<file path="src/rtl/fifo_reader_pkg.sv">
// fifo_reader_pkg -- shared types and constants for the FIFO read-port drainer.
//   occ_t      : skid-buffer occupancy (EMPTY/ONE/TWO); encoding equals word count.
//   RD_COUNT_W : width of the optional delivered-word counter.
//   occ_count  : occupancy state to word count.
package fifo_reader_pkg;

  localparam int unsigned RD_COUNT_W = 16;

  typedef enum logic [1:0] {
    EMPTY = 2'd0,
    ONE   = 2'd1,
    TWO   = 2'd2
  } occ_t;

  function automatic logic [1:0] occ_count(input occ_t occ);
    logic [1:0] n;
    case (occ)
      EMPTY:   n = 2'd0;
      ONE:     n = 2'd1;
      TWO:     n = 2'd2;
      default: n = 2'd0;
    endcase
    return n;
  endfunction

endpackage

</file>
<file path="src/rtl/fifo_reader_if.sv">
// fifo_reader_if -- FIFO read port plus downstream valid/ready stream.
//   fifo_empty  : FIFO empty flag                       (FIFO -> reader)
//   read_data   : FIFO word, valid cycle after a read   (FIFO -> reader)
//   read_enable : FIFO pop request                      (reader -> FIFO)
//   out_valid   : downstream word available            (reader -> sink)
//   out_ready   : downstream accepts word               (sink -> reader)
//   out_data    : downstream word                       (reader -> sink)
// master modport: the reader; slave modport: the FIFO/sink environment.
interface fifo_reader_if #(
  parameter int unsigned DATA_WIDTH = 8
);
  logic                  fifo_empty;
  logic [DATA_WIDTH-1:0] read_data;
  logic                  read_enable;
  logic                  out_valid;
  logic                  out_ready;
  logic [DATA_WIDTH-1:0] out_data;

  modport master (
    input  fifo_empty, read_data, out_ready,
    output read_enable, out_valid, out_data
  );

  modport slave (
    output fifo_empty, read_data, out_ready,
    input  read_enable, out_valid, out_data
  );
endinterface

</file>
<file path="src/rtl/fifo_reader_skid.sv">
// fifo_reader_skid -- 2-entry skid buffer with occupancy FSM.
//   clock, reset  : rising-edge clock, async active-high reset
//   i_push        : write i_push_data (captured FIFO word)
//   i_pop         : head word consumed downstream
//   o_occupancy   : EMPTY / ONE / TWO
//   o_head        : oldest buffered word
module fifo_reader_skid
  import fifo_reader_pkg::*;
#(
  parameter int unsigned DATA_WIDTH = 8
) (
  input  logic                  clock,
  input  logic                  reset,
  input  logic                  i_push,
  input  logic [DATA_WIDTH-1:0] i_push_data,
  input  logic                  i_pop,
  output occ_t                  o_occupancy,
  output logic [DATA_WIDTH-1:0] o_head
);

  occ_t                  r_occ;
  logic [DATA_WIDTH-1:0] r_head;
  logic [DATA_WIDTH-1:0] r_tail;

  always_ff @(posedge clock or posedge reset) begin
    if (reset) begin
      r_occ  <= EMPTY;
      r_head <= '0;
      r_tail <= '0;
    end else begin
      case (r_occ)
        EMPTY: begin
          if (i_push) begin
            r_head <= i_push_data;
            r_occ  <= ONE;
          end
        end
        ONE: begin
          case ({i_push, i_pop})
            2'b10: begin
              r_tail <= i_push_data;
              r_occ  <= TWO;
            end
            2'b01: r_occ <= EMPTY;
            2'b11: r_head <= i_push_data;
            default: ;
          endcase
        end
        TWO: begin
          // Push+pop here cannot occur upstream, but is handled as a shift
          // so correctness does not hinge on that.
          if (i_pop) begin
            r_head <= r_tail;
            if (i_push) r_tail <= i_push_data;
            else        r_occ  <= ONE;
          end
        end
        default: r_occ <= EMPTY;
      endcase
    end
  end

  assign o_occupancy = r_occ;
  assign o_head      = r_head;

endmodule

</file>
<file path="src/rtl/fifo_reader.sv">
// fifo_reader -- drains a FIFO read port into a valid/ready stream, in order.
//   clock    : rising-edge clock
//   reset    : asynchronous, active-high reset
//   bus      : fifo_reader_if.master (FIFO read port + downstream stream)
//   rd_count : words delivered downstream, wraps at 16 bits
//              (present only when FIFO_READER_STATS_EN is defined)
// A read issued in cycle N returns data in N+1; r_inflight remembers that a
// word is arriving so the 2-entry skid buffer can never be overrun.
module fifo_reader
  import fifo_reader_pkg::*;
#(
  parameter int unsigned DATA_WIDTH = 8
) (
  input  logic                  clock,
  input  logic                  reset,
  fifo_reader_if.master         bus
`ifdef FIFO_READER_STATS_EN
  ,
  output logic [RD_COUNT_W-1:0] rd_count
`endif
);

  logic                  r_run;
  logic                  r_inflight;
  occ_t                  w_occ;
  logic [DATA_WIDTH-1:0] w_head;
  logic                  w_valid;
  logic                  w_pop;
  logic [2:0]            w_level;
  logic                  w_read_enable;

  assign w_valid = (w_occ != EMPTY);
  assign w_pop   = w_valid && bus.out_ready;

  // Projected occupancy after this cycle; a read is only safe below 2.
  assign w_level = {1'b0, occ_count(w_occ)} + {2'b00, r_inflight} - {2'b00, w_pop};

  // r_run holds reads off until the first edge after reset release.
  assign w_read_enable = r_run && !bus.fifo_empty && (w_level < 3'd2);

  assign bus.read_enable = w_read_enable;
  assign bus.out_valid   = w_valid;
  assign bus.out_data    = w_head;

  always_ff @(posedge clock or posedge reset) begin
    if (reset) begin
      r_run      <= 1'b0;
      r_inflight <= 1'b0;
    end else begin
      r_run      <= 1'b1;
      r_inflight <= w_read_enable;
    end
  end

  fifo_reader_skid #(
    .DATA_WIDTH (DATA_WIDTH)
  ) u_skid (
    .clock       (clock),
    .reset       (reset),
    .i_push      (r_inflight),
    .i_push_data (bus.read_data),
    .i_pop       (w_pop),
    .o_occupancy (w_occ),
    .o_head      (w_head)
  );

`ifdef FIFO_READER_STATS_EN
  logic [RD_COUNT_W-1:0] r_rd_count;

  always_ff @(posedge clock or posedge reset) begin
    if (reset)      r_rd_count <= '0;
    else if (w_pop) r_rd_count <= r_rd_count + 1'b1;
  end

  assign rd_count = r_rd_count;
`endif

endmodule

</file>
<file path="src/flat_wrapper.sv">
// flat-port wrapper written by rule: the top's interface ports become plain ports
module fifo_reader_flat import fifo_reader_pkg::*;
#(
  parameter int unsigned DATA_WIDTH = 8
)
  (clock, reset, bus_fifo_empty, bus_read_data, bus_out_ready, bus_read_enable, bus_out_valid, bus_out_data);
  fifo_reader_if #(.DATA_WIDTH(DATA_WIDTH)) bus_i ();
  input  logic clock;
  input  logic reset;
  input wire logic [$bits(bus_i.fifo_empty)-1:0] bus_fifo_empty;
  input wire logic [$bits(bus_i.read_data)-1:0] bus_read_data;
  input wire logic [$bits(bus_i.out_ready)-1:0] bus_out_ready;
  output wire logic [$bits(bus_i.read_enable)-1:0] bus_read_enable;
  output wire logic [$bits(bus_i.out_valid)-1:0] bus_out_valid;
  output wire logic [$bits(bus_i.out_data)-1:0] bus_out_data;
  assign bus_i.fifo_empty = bus_fifo_empty;
  assign bus_i.read_data = bus_read_data;
  assign bus_i.out_ready = bus_out_ready;
  assign bus_read_enable = bus_i.read_enable;
  assign bus_out_valid = bus_i.out_valid;
  assign bus_out_data = bus_i.out_data;
  fifo_reader #(.DATA_WIDTH(DATA_WIDTH)) u_core (.clock(clock), .reset(reset), .bus(bus_i));
endmodule
</file>
<file path="config.mk">
export PLATFORM = sky130hd
export DESIGN_NAME = fifo_reader_flat
export DESIGN_NICKNAME = d
export VERILOG_FILES = /design/src/rtl/fifo_reader_pkg.sv /design/src/rtl/fifo_reader_if.sv /design/src/rtl/fifo_reader_skid.sv /design/src/rtl/fifo_reader.sv /design/src/flat_wrapper.sv
export SDC_FILE = /design/constraint.sdc
export NUM_CORES = 1
export LEC_CHECK = 0
export ABC_CLOCK_PERIOD_IN_PS = 2700
export BUFFER_PORTS_ARGS = -buffer_cell sky130_fd_sc_hd__buf_2
export CORE_ASPECT_RATIO = 1.25
export CORE_MARGIN = 2
export CORE_UTILIZATION = 52
export DETAILED_ROUTE_END_ITERATION = 6
export PLACE_DENSITY = 0.74
export SETUP_SLACK_MARGIN = 0.4
export SYNTH_ARGS = -nofsm -noshare
export SYNTH_HDL_FRONTEND = slang
export SYNTH_SLANG_ARGS = --single-unit
</file>
<file path="constraint.sdc">
create_clock -name clock -period 2.7 [get_ports clock]
set_clock_uncertainty 0.05 [all_clocks]
set_input_delay 0.135 -clock clock [delete_from_list [all_inputs] [get_ports clock]]
set_output_delay 0.135 -clock clock [all_outputs]
set_load 0.01 [all_outputs]
</file>
# Word level (Yosys, flattened, before mapping)

Cells that the tools add are included.

Flip-flop bits (word level): 20
Input port bits: 12
Output and inout port bits: 10
Word-level logic and storage cells: 44

Add/subtract/negate cells: 2
Order comparisons: 1
Equal/unequal tests: 12
Muxes and demuxes: 13
Reduce and logical (&&, ||, !) cells: 11

Operators by type and width:

| cell                                                                     | number |
|---|---|
| 8-bit 2-to-1 mux                                                         | 5 |
| 8-bit one-hot mux with 3 select lines                                    | 1 |
| 8-bit one-hot mux with 2 select lines                                    | 1 |
| 4-bit AND reduction                                                      | 3 |
| 2-bit inequality test (second input constant)                            | 4 |
| 2-bit one-hot mux with 2 select lines                                    | 2 |
| 2-bit == test (second input constant)                                    | 3 |
| 2-bit 2-to-1 mux                                                         | 3 |
| 2-bit one-hot mux with 3 select lines                                    | 1 |
| 2-bit by 1-bit == test with 1-bit output (second input constant)         | 2 |
| 2-bit by 1-bit inequality test with 1-bit output (second input constant) | 2 |
| 2-bit nonzero test                                                       | 2 |
| 2-bit by 1-bit adder with 3-bit output                                   | 1 |
| 1-bit logical AND                                                        | 3 |
| 3-bit by 2-bit < comparator with 1-bit output (second input constant)    | 1 |
| 3-bit inequality test (second input constant)                            | 1 |
| 3-bit nonzero test                                                       | 1 |
| 3-bit by 1-bit subtractor with 3-bit output                              | 1 |
| 2-bit logical NOT                                                        | 1 |
| 1-bit logical NOT                                                        | 1 |

# Depth between registers and ports, before layout

Gate-level depths: netlist of run 1.

Word-level depth: 6
Mapped depth: 8
Depth with buffers taken out: 7

# Hierarchy

Synthesis of run 1 repeated with hierarchy kept, for this count alone.

Cell total of the unflattened synthesis: 77
Area total of the unflattened synthesis: 1038.5 um^2

By module, submodules not included:

| module           | times used | cells each | area each (um^2) | seq. area each (um^2) |
|---|---|---|---|---|
| fifo_reader_skid | 1          | 63         | 885.8            | 450.4 |
| fifo_reader      | 1          | 14         | 152.6            | 50.0 |

# Worst setup path after synthesis of run 1

No wires, ideal clock.

Kind: register to register
Start point: register u_core.u_skid.r_occ[1] (netlist: u_core.u_skid.o_occupancy[1])
End point: register u_core.r_inflight
Setup time: 0.148 ns
Data arrival time: 2.446 ns
Required time: 2.502 ns
Path slack: 0.056 ns
Cell stages (with the launch flop): 9
Path buffers: 1
Period minus slack after synthesis: 2.644 ns
Cells stage by stage: dfrtp_1 > buf_4 > or2_2 > nand2_1 > ha_1 > or3b_2 > fa_1 > xnor2_1 > nor3_1

Elaborated cells on any way between the ends: 9
Those cells by class: add/sub (2); order compare (1); eq/ne (2); mux (1); reduce/logical (3)

RTL lines:

| item                                          | RTL line               | source |
|---|---|---|
| from (decl)                                   | fifo_reader_skid.sv:21 | `occ_t r_occ;` |
| from (signal assigned)                        | fifo_reader_skid.sv:27 | `r_occ <= EMPTY;` |
| from (signal assigned)                        | fifo_reader_skid.sv:35 | `r_occ <= ONE;` |
| from (signal assigned)                        | fifo_reader_skid.sv:42 | `r_occ <= TWO;` |
| 2-bit nonzero test                            | fifo_reader.sv:32      | `assign w_valid = (w_occ != EMPTY);` |
| via bus_out_valid                             | flat_wrapper.sv:14     | `output wire logic [$bits(bus_i.out_valid)-1:0] bus_out_valid;` |
| 1-bit logical AND                             | fifo_reader.sv:33      | `assign w_pop = w_valid && bus.out_ready;` |
| 3-bit by 1-bit subtractor with 3-bit output   | fifo_reader.sv:36      | `assign w_level = {1'b0, occ_count(w_occ)} + {2'b00, r_inflight} - {2'b00, w_pop};` |
| 3-bit by 2-bit < comparator with 1-bit output | fifo_reader.sv:39      | `assign w_read_enable = r_run && !bus.fifo_empty && (w_level < 3'd2);` |
| 1-bit logical AND                             | fifo_reader.sv:39      |  |
| via bus_read_enable                           | flat_wrapper.sv:13     | `output wire logic [$bits(bus_i.read_enable)-1:0] bus_read_enable;` |
| to (signal assigned)                          | fifo_reader.sv:51      | `r_inflight <= w_read_enable;` |
| to (decl)                                     | fifo_reader.sv:24      | `logic r_inflight;` |

The timed path passes the listed nets, and every way through them passes these cells.
A chain may end at the register's enable or synchronous reset.

# Worst setup path in the final report of run 1

Start point: register u_core.u_skid.r_occ[0] (netlist: u_core.u_skid.o_occupancy[0])
End point: output bus_read_enable

Longest elaborated chain between the ends: 6
Elaborated cells on any way between the ends: 9
Those cells by class: add/sub (2); order compare (1); eq/ne (2); mux (1); reduce/logical (3)

Ends and longest elaborated chain:

| item                                                                      | RTL line              | source |
|---|---|---|
| 2-bit == test or 2-bit by 1-bit == test with 1-bit output (tied branches) | fifo_reader_pkg.sv:17 | `case (occ)` |
| 2-bit one-hot mux with 2 select lines                                     | fifo_reader_pkg.sv:17 |  |
| 2-bit by 1-bit adder with 3-bit output                                    | fifo_reader.sv:36     |  |
| 3-bit by 1-bit subtractor with 3-bit output (*)                           | fifo_reader.sv:36     |  |
| 3-bit by 2-bit < comparator with 1-bit output (*)                         | fifo_reader.sv:39     |  |
| 1-bit logical AND (*)                                                     | fifo_reader.sv:39     |  |
| to (decl)                                                                 | flat_wrapper.sv:13    |  |

Every way passes the cells marked *; elsewhere a longest branch is shown, timed or not.

==> results.sh, run 1 <==
export IMPL_clockPowerShare=0.094
export IMPL_vias_per_cell=5.25
export IMPL_setup_viol=0
export IMPL_dpl_cell_area_sq_um=1180
export IMPL_cts_buffers=3
export IMPL_fillers=135
export IMPL_highest_layer="met3"
export IMPL_design_area_sq_um=1250
export IMPL_slowest_delay_ps=540
export IMPL_finalNetCount=112
export IMPL_cts_sinks=20
export IMPL_async_reset_ff_frac=1.00
export IMPL_fin_tns_setup_ps=0
export IMPL_row_count=17
export IMPL_hpwlAfterDp_microns=1200
export IMPL_period_share=0.989
export IMPL_max_freq_ghz=0.375
export IMPL_cp_num_buf_inv=1
export IMPL_cts_root_buffer="clkbuf_4"
export IMPL_arrival_ps=2480
export IMPL_syn_nets=83
export IMPL_path_cells="or2_4, nand2_4, ha_4, or3b_4, fa_2, nand2_2, nor3_4, buf_2"
export IMPL_dr_total_vias=604
export IMPL_syn_inst=69
export IMPL_critPathCaptureType="output port"
export IMPL_insertedDiodeCount=0
export IMPL_grt_pass1_vias=617
export IMPL_synth_seq_area_share=0.488
export IMPL_hold_violations=0
export IMPL_reg2reg_depth=7
export IMPL_r2r_start="u_core.u_skid.o_occupancy[0]$_DFFE_PP0P_"
export IMPL_internal_power_uw=927
export IMPL_crit_start="u_core.u_skid.o_occupancy[0]$_DFFE_PP0P_"
export IMPL_dr_pass1_iters=2
export IMPL_cts_buffer_depth=2
export IMPL_start_util=0.567
export IMPL_synthXorXnorAreaFrac=0.00854
export IMPL_max_cap_viol_count=0
export IMPL_r2r_end="u_core.r_inflight$_DFF_PP0_"
export IMPL_synth_simple_gate_area_share=0.0866
export IMPL_yosys_most_used_dff="dfrtp_1"
export IMPL_coreArea_sq_um=1810
export IMPL_wl_met1_microns=706
export IMPL_r2r_slack_ps=520
export IMPL_layout_drive_gt1_share=0.656
export IMPL_critical_path_class="flop to output port"
export IMPL_die_h_microns=53.7
export IMPL_whs_path_depth=2
export IMPL_status="finished clean"
export IMPL_wl_per_cell_microns=14.3
export IMPL_antenna_found_initial=0
export IMPL_setup_slack_ps=30.4
export IMPL_relSlewSlack=0.523
export IMPL_die_x_microns=43.7
export IMPL_start_kind="flop"
export IMPL_dp_cells=109
export IMPL_muxShareOfSynthArea=0.324
export IMPL_grtUsageTotal=0.168
export IMPL_worstSkewPairLatency_ps=280
export IMPL_finalNonFillerCells=115
export IMPL_rsz0062_at_grt="yes"
export IMPL_remaining_drc_errors=0
export IMPL_layout_common_cells="buf_2 (21), dfrtp_1 (19), mux2_4 (14), mux2_2 (10), clkbuf_4 (3)"
export IMPL_total_leakage_power_uw=0.000584
export IMPL_area_growth_pct=21.6
export IMPL_synth_adder_area_share=0.0317
export IMPL_wl_met2_microns=867
export IMPL_grt_pass1_wl_microns=2840
export IMPL_power_frac_comb=0.533
export IMPL_ys_seq_elements=20
export IMPL_final_common_cell="buf_2"
export IMPL_endpoint="bus_read_enable"
export IMPL_max_vdd_ir_drop_mv=0.663
export IMPL_tightest_slew_ps=715
export IMPL_cp_max_fo=3
export IMPL_swShare=0.335
export IMPL_cts_clk_slew_worst_paths_ps=100
export IMPL_drtIter0Drc=4
export IMPL_synth_distinct_cells=25
export IMPL_crit_path_top_delay_cell="fa_2"
export IMPL_maxSlewViolCount=0
export IMPL_yosys_warnings=0
export IMPL_final_core_util=0.690
export IMPL_port_buffers=21
export IMPL_power_density_nw_per_um2=1120
export IMPL_htree_levels=1
export IMPL_gp_congestion=0.718
export IMPL_period_minus_slack_ps=2670
export IMPL_wl_met3_microns=68
export IMPL_hold_class="input pin to flop"
export IMPL_grt_ovfl_total=0
export IMPL_critPathTopFamily="simple AND/OR/NAND/NOR gates"
export IMPL_die_area_sq_um=2350
export IMPL_grt_max_degree=21
export IMPL_antenna_left=0
export IMPL_switchingPower_uw=467
export IMPL_synth_top_family_by_area="multiplexers"
export IMPL_place_ws_ps=229
export IMPL_synth_edf_count=0
export IMPL_synth_cell_area_sq_um=1030
export IMPL_cp_data_required_time_ps=2520
export IMPL_io_pins=22
export IMPL_synth_compound_area_frac=0.0378
export IMPL_avgSynthCellArea_sq_um=14.9
export IMPL_finalWirelength_microns=1640
export IMPL_cts_tree="yes"
export IMPL_seq_power_share=0.373
export IMPL_crit_cells=8
routing by layer:
layer | GRT usage | vias up
met1 | 0.214 | 294
met5 | 0 | -
li1 | - | 298
met3 | 0.0369 | 0
met4 | 0.0455 | 0
met2 | 0.289 | 12
synth_stat cells (2+ instances only):
master,instances,area share
mux2_2,10,0.11
mux2_4,14,0.20
dfrtp_1,20,0.49
nand2_1,3,0.011
nand2b_1,2,0.012
through the flow:
step	hold slack, ps	power [uW]
detailed placement	247	1240
floorplan	48.8	1080
global route	30.5	1500
CTS	37.7	1400
global placement	249	1210
finish	40.0	1390
flip-flops by register name, summed over array words and instances, names as in the netlist:
signal	cells
u_core.u_skid.o_head	8
u_core.u_skid.r_tail	8
u_core.u_skid.o_occupancy	2
u_core.r_inflight	1
u_core.r_run	1
power by group through the flow:
stage | Combinational [uW] | Clock (uW) | Sequential (uW)
after floorplan | 530 | 0 | 547
after global placement | 684 | 0 | 526
after detailed placement | 703 | 0 | 535
after CTS | 743 | 134 | 522
after global routing | 811 | 151 | 541
final | 742 | 131 | 520
final cells by class:
type | count | area [sq um] | share of cell area
inverters | 2 | 12.5 | 0.0100
flip-flops and latches | 20 | 502 | 0.402
well taps | 19 | 23.8 | 0.0191
repair buffers | 25 | 140 | 0.112
multi-input cells | 46 | 547 | 0.438
clock buffers | 3 | 22.5 | 0.0181
timing repair:
| item | CTS | global route |
|---|---|---|
| resized for setup | 3 | 1 |
| hold buffers | 2 | 0 |
| endpoints found under the hold margin | 21 | 0 |
| buffers inserted | 1 | 0 |
| setup endpoints to repair | 1 | 1 |
logic make-up (layout without fill, tap and decap cells):
group	count (synthesis)	in the layout
xor+xnor	1	1
flops	20	20
fa+ha+maj	2	2
simple gates	13	13
other cells	1	1
compound gates	4	4
buf+inv	3	30
mux	25	25
worst min path at each step:
| stage | slack, ps | end | startpoint |
|---|---|---|---|
| global route | 30 | u_core.u_skid.r_tail[1]$_DFFE_PP0P_ | bus_read_data[1] |
| CTS | 40 | u_core.u_skid.r_tail[1]$_DFFE_PP0P_ | bus_read_data[1] |
| detailed placement | 250 | u_core.u_skid.o_head[1]$_DFFE_PP0P_ | reset |
| global placement | 250 | u_core.u_skid.o_head[2]$_DFFE_PP0P_ | reset |
| finish | 40 | u_core.u_skid.r_tail[5]$_DFFE_PP0P_ | bus_read_data[5] |
| floorplan | 50 | u_core.r_inflight$_DFF_PP0_ | reset |
Power figures use the tool's default switching activity.
==> run 2: changes to the inputs <==
--- a/config.mk
+++ b/config.mk
@@ -5,13 +5,13 @@
 export SDC_FILE = /design/constraint.sdc
 export NUM_CORES = 1
 export LEC_CHECK = 0
-export ABC_CLOCK_PERIOD_IN_PS = 2700
+export ABC_CLOCK_PERIOD_IN_PS = 2400
 export BUFFER_PORTS_ARGS = -buffer_cell sky130_fd_sc_hd__buf_2
 export CORE_ASPECT_RATIO = 1.25
 export CORE_MARGIN = 2
-export CORE_UTILIZATION = 52
+export CORE_UTILIZATION = 47
 export DETAILED_ROUTE_END_ITERATION = 6
-export PLACE_DENSITY = 0.74
+export PLACE_DENSITY = 0.7
 export SETUP_SLACK_MARGIN = 0.4
 export SYNTH_ARGS = -nofsm -noshare
 export SYNTH_HDL_FRONTEND = slang
==> constraint.sdc (replaced) <==
create_clock -name clock -period 2.4 [get_ports clock]
set_clock_uncertainty 0.05 [all_clocks]
set_input_delay 0.12 -clock clock [delete_from_list [all_inputs] [get_ports clock]]
set_output_delay 0.12 -clock clock [all_outputs]
set_load 0.01 [all_outputs]
==> results.sh, run 2 (synthesis results as in run 1) <==
export IMPL_status="finished with violations"
export IMPL_failed_checks="negative setup slack"
export IMPL_antenna_left=0
export IMPL_tightest_slew_ps=746
export IMPL_finalNetCount=113
export IMPL_dr_total_vias=614
export IMPL_grt_max_degree=21
export IMPL_whs_path_depth=2
export IMPL_vias_per_cell=5.25
export IMPL_max_cap_viol_count=0
export IMPL_row_count=18
export IMPL_worstHoldStart="bus_read_data[7]"
export IMPL_r2r_end="u_core.r_inflight$_DFF_PP0_"
export IMPL_area_growth_pct=22.6
export IMPL_coreArea_sq_um=2030
export IMPL_layout_drive_gt1_share=0.639
export IMPL_start_kind="flop"
export IMPL_cts_sinks=20
export IMPL_cts_buffers=3
export IMPL_setup_slack_ps=-227
export IMPL_final_core_util=0.620
export IMPL_dr_pass1_iters=4
export IMPL_total_leakage_power_uw=0.000590
export IMPL_cts_tree="yes"
export IMPL_finalWirelength_microns=1690
export IMPL_post_cts_setup_buffers=0
export IMPL_final_common_cell="buf_2"
export IMPL_antenna_found_initial=0
export IMPL_critPathTopFamily="simple AND/OR/NAND/NOR gates"
export IMPL_cts_clk_slew_worst_paths_ps=110
export IMPL_cp_max_fo=3
export IMPL_gp_congestion=0.717
export IMPL_hold_class="input pin to flop"
export IMPL_power_density_nw_per_um2=1250
export IMPL_relSlewSlack=0.502
export IMPL_rsz0062_at_grt="yes"
export IMPL_remaining_drc_errors=0
export IMPL_worstHoldEndpoint="u_core.u_skid.r_tail[7]$_DFFE_PP0P_"
export IMPL_place_ws_ps=77.9
export IMPL_grt_pass1_vias=625
export IMPL_worstSkewPairLatency_ps=290
export IMPL_layout_common_cells="buf_2 (21), dfrtp_1 (20), mux2_4 (14), mux2_2 (10)"
export IMPL_crit_cells=8
export IMPL_critical_path_class="flop to output port"
export IMPL_hpwlAfterDp_microns=1240
export IMPL_start_util=0.506
export IMPL_period_minus_slack_ps=2630
export IMPL_die_x_microns=45.8
export IMPL_arrival_ps=2460
export IMPL_max_freq_ghz=0.381
export IMPL_die_h_microns=56.2
export IMPL_design_area_sq_um=1260
export IMPL_grt_pass1_wl_microns=2840
export IMPL_wl_per_cell_microns=14.5
export IMPL_port_buffers=21
export IMPL_hold_violations=0
export IMPL_r2r_slack_ps=270
export IMPL_drtIter0Drc=2
export IMPL_critPathCaptureType="output port"
export IMPL_crit_path_top_delay_cell="fa_2"
export IMPL_insertedDiodeCount=0
export IMPL_cts_root_buffer="clkbuf_4"
export IMPL_max_vdd_ir_drop_mv=0.818
export IMPL_cp_data_required_time_ps=2230
export IMPL_slowest_delay_ps=540
export IMPL_grtUsageTotal=0.156
export IMPL_cp_num_buf_inv=1
export IMPL_dpl_cell_area_sq_um=1180
export IMPL_reg2reg_depth=7
export IMPL_die_area_sq_um=2580
export IMPL_maxSlewViolCount=0
export IMPL_cts_buffer_depth=2
export IMPL_io_pins=22
export IMPL_htree_levels=1
export IMPL_grt_ovfl_total=0
export IMPL_r2r_start="u_core.u_skid.o_occupancy[0]$_DFFE_PP0P_"
export IMPL_path_cells="or2_4, nand2_4, ha_4, or3b_4, fa_2, nand2_2, nor3_4, buf_2"
export IMPL_setup_viol=1
export IMPL_period_share=1.09
[run 2: repair_timing]
action                                 in CTS  in global routing
pin swaps                                   0                  0
gates resized for setup                     2                  1
hold buffers                                2                  1
setup endpoints to repair                   2                  2
cloned                                      0                  0
endpoints found under the hold margin      21                  1
[run 2: worst max path at each step]
stage | slack [ps] | to | start
floorplan | 80 | bus_read_enable | u_core.u_skid.o_occupancy[1]$_DFFE_PP0P_
global placement | 100 | bus_read_enable | u_core.u_skid.o_occupancy[0]$_DFFE_PP0P_
detailed placement | 80 | bus_read_enable | u_core.u_skid.o_occupancy[0]$_DFFE_PP0P_
CTS | -250 | bus_read_enable | u_core.u_skid.o_occupancy[0]$_DFFE_PP0P_
global route | -320 | bus_read_enable | u_core.u_skid.o_occupancy[0]$_DFFE_PP0P_
finish | -230 | bus_read_enable | u_core.u_skid.o_occupancy[0]$_DFFE_PP0P_
[run 2: metal layers]
layer	global-route usage	wire length, microns
met1	0.190	721
met2	0.258	904
met3	0.0325	55
met4	0.0612	11
met5	0	0
[run 2: final cells by class]
| class | count | area (sq um) |
|---|---|---|
| clock buffers | 3 | 22.5 |
| fillers | 162 | 769 |
| inverters | 2 | 12.5 |
| multi-input cells | 46 | 547 |
| flip-flops and latches | 20 | 500 |
| well taps | 20 | 25.0 |
| repair buffers | 26 | 150 |
[run 2: report_power, final]
part,internal (uW),leakage [uW],switching (uW)
Clock,58.4,0.0000138,95.3
Sequential,498,0.000243,84.3
Combinational,486,0.000333,351
[run 2: per-stage QoR]
step | total power [uW] | instances | hold slack [ps] | TNS, ps
floorplan | 1210 | 69 | 33.8 | 0
global placement | 1380 | 111 | 237 | 0
detailed placement | 1410 | 111 | 241 | 0
CTS | 1590 | 116 | 6.92 | -251
global route | 1700 | 117 | 2.02 | -325
finish | 1570 | 117 | 14.7 | -227
[run 2: worst register-to-register path, stage by stage, from the launching register on]
cell	delay, ps
dfrtp_1	390
or2_4	270
nand2_4	80
ha_4	200
or3b_4	380
fa_2	540
nand2_2	60
nor3_4	110
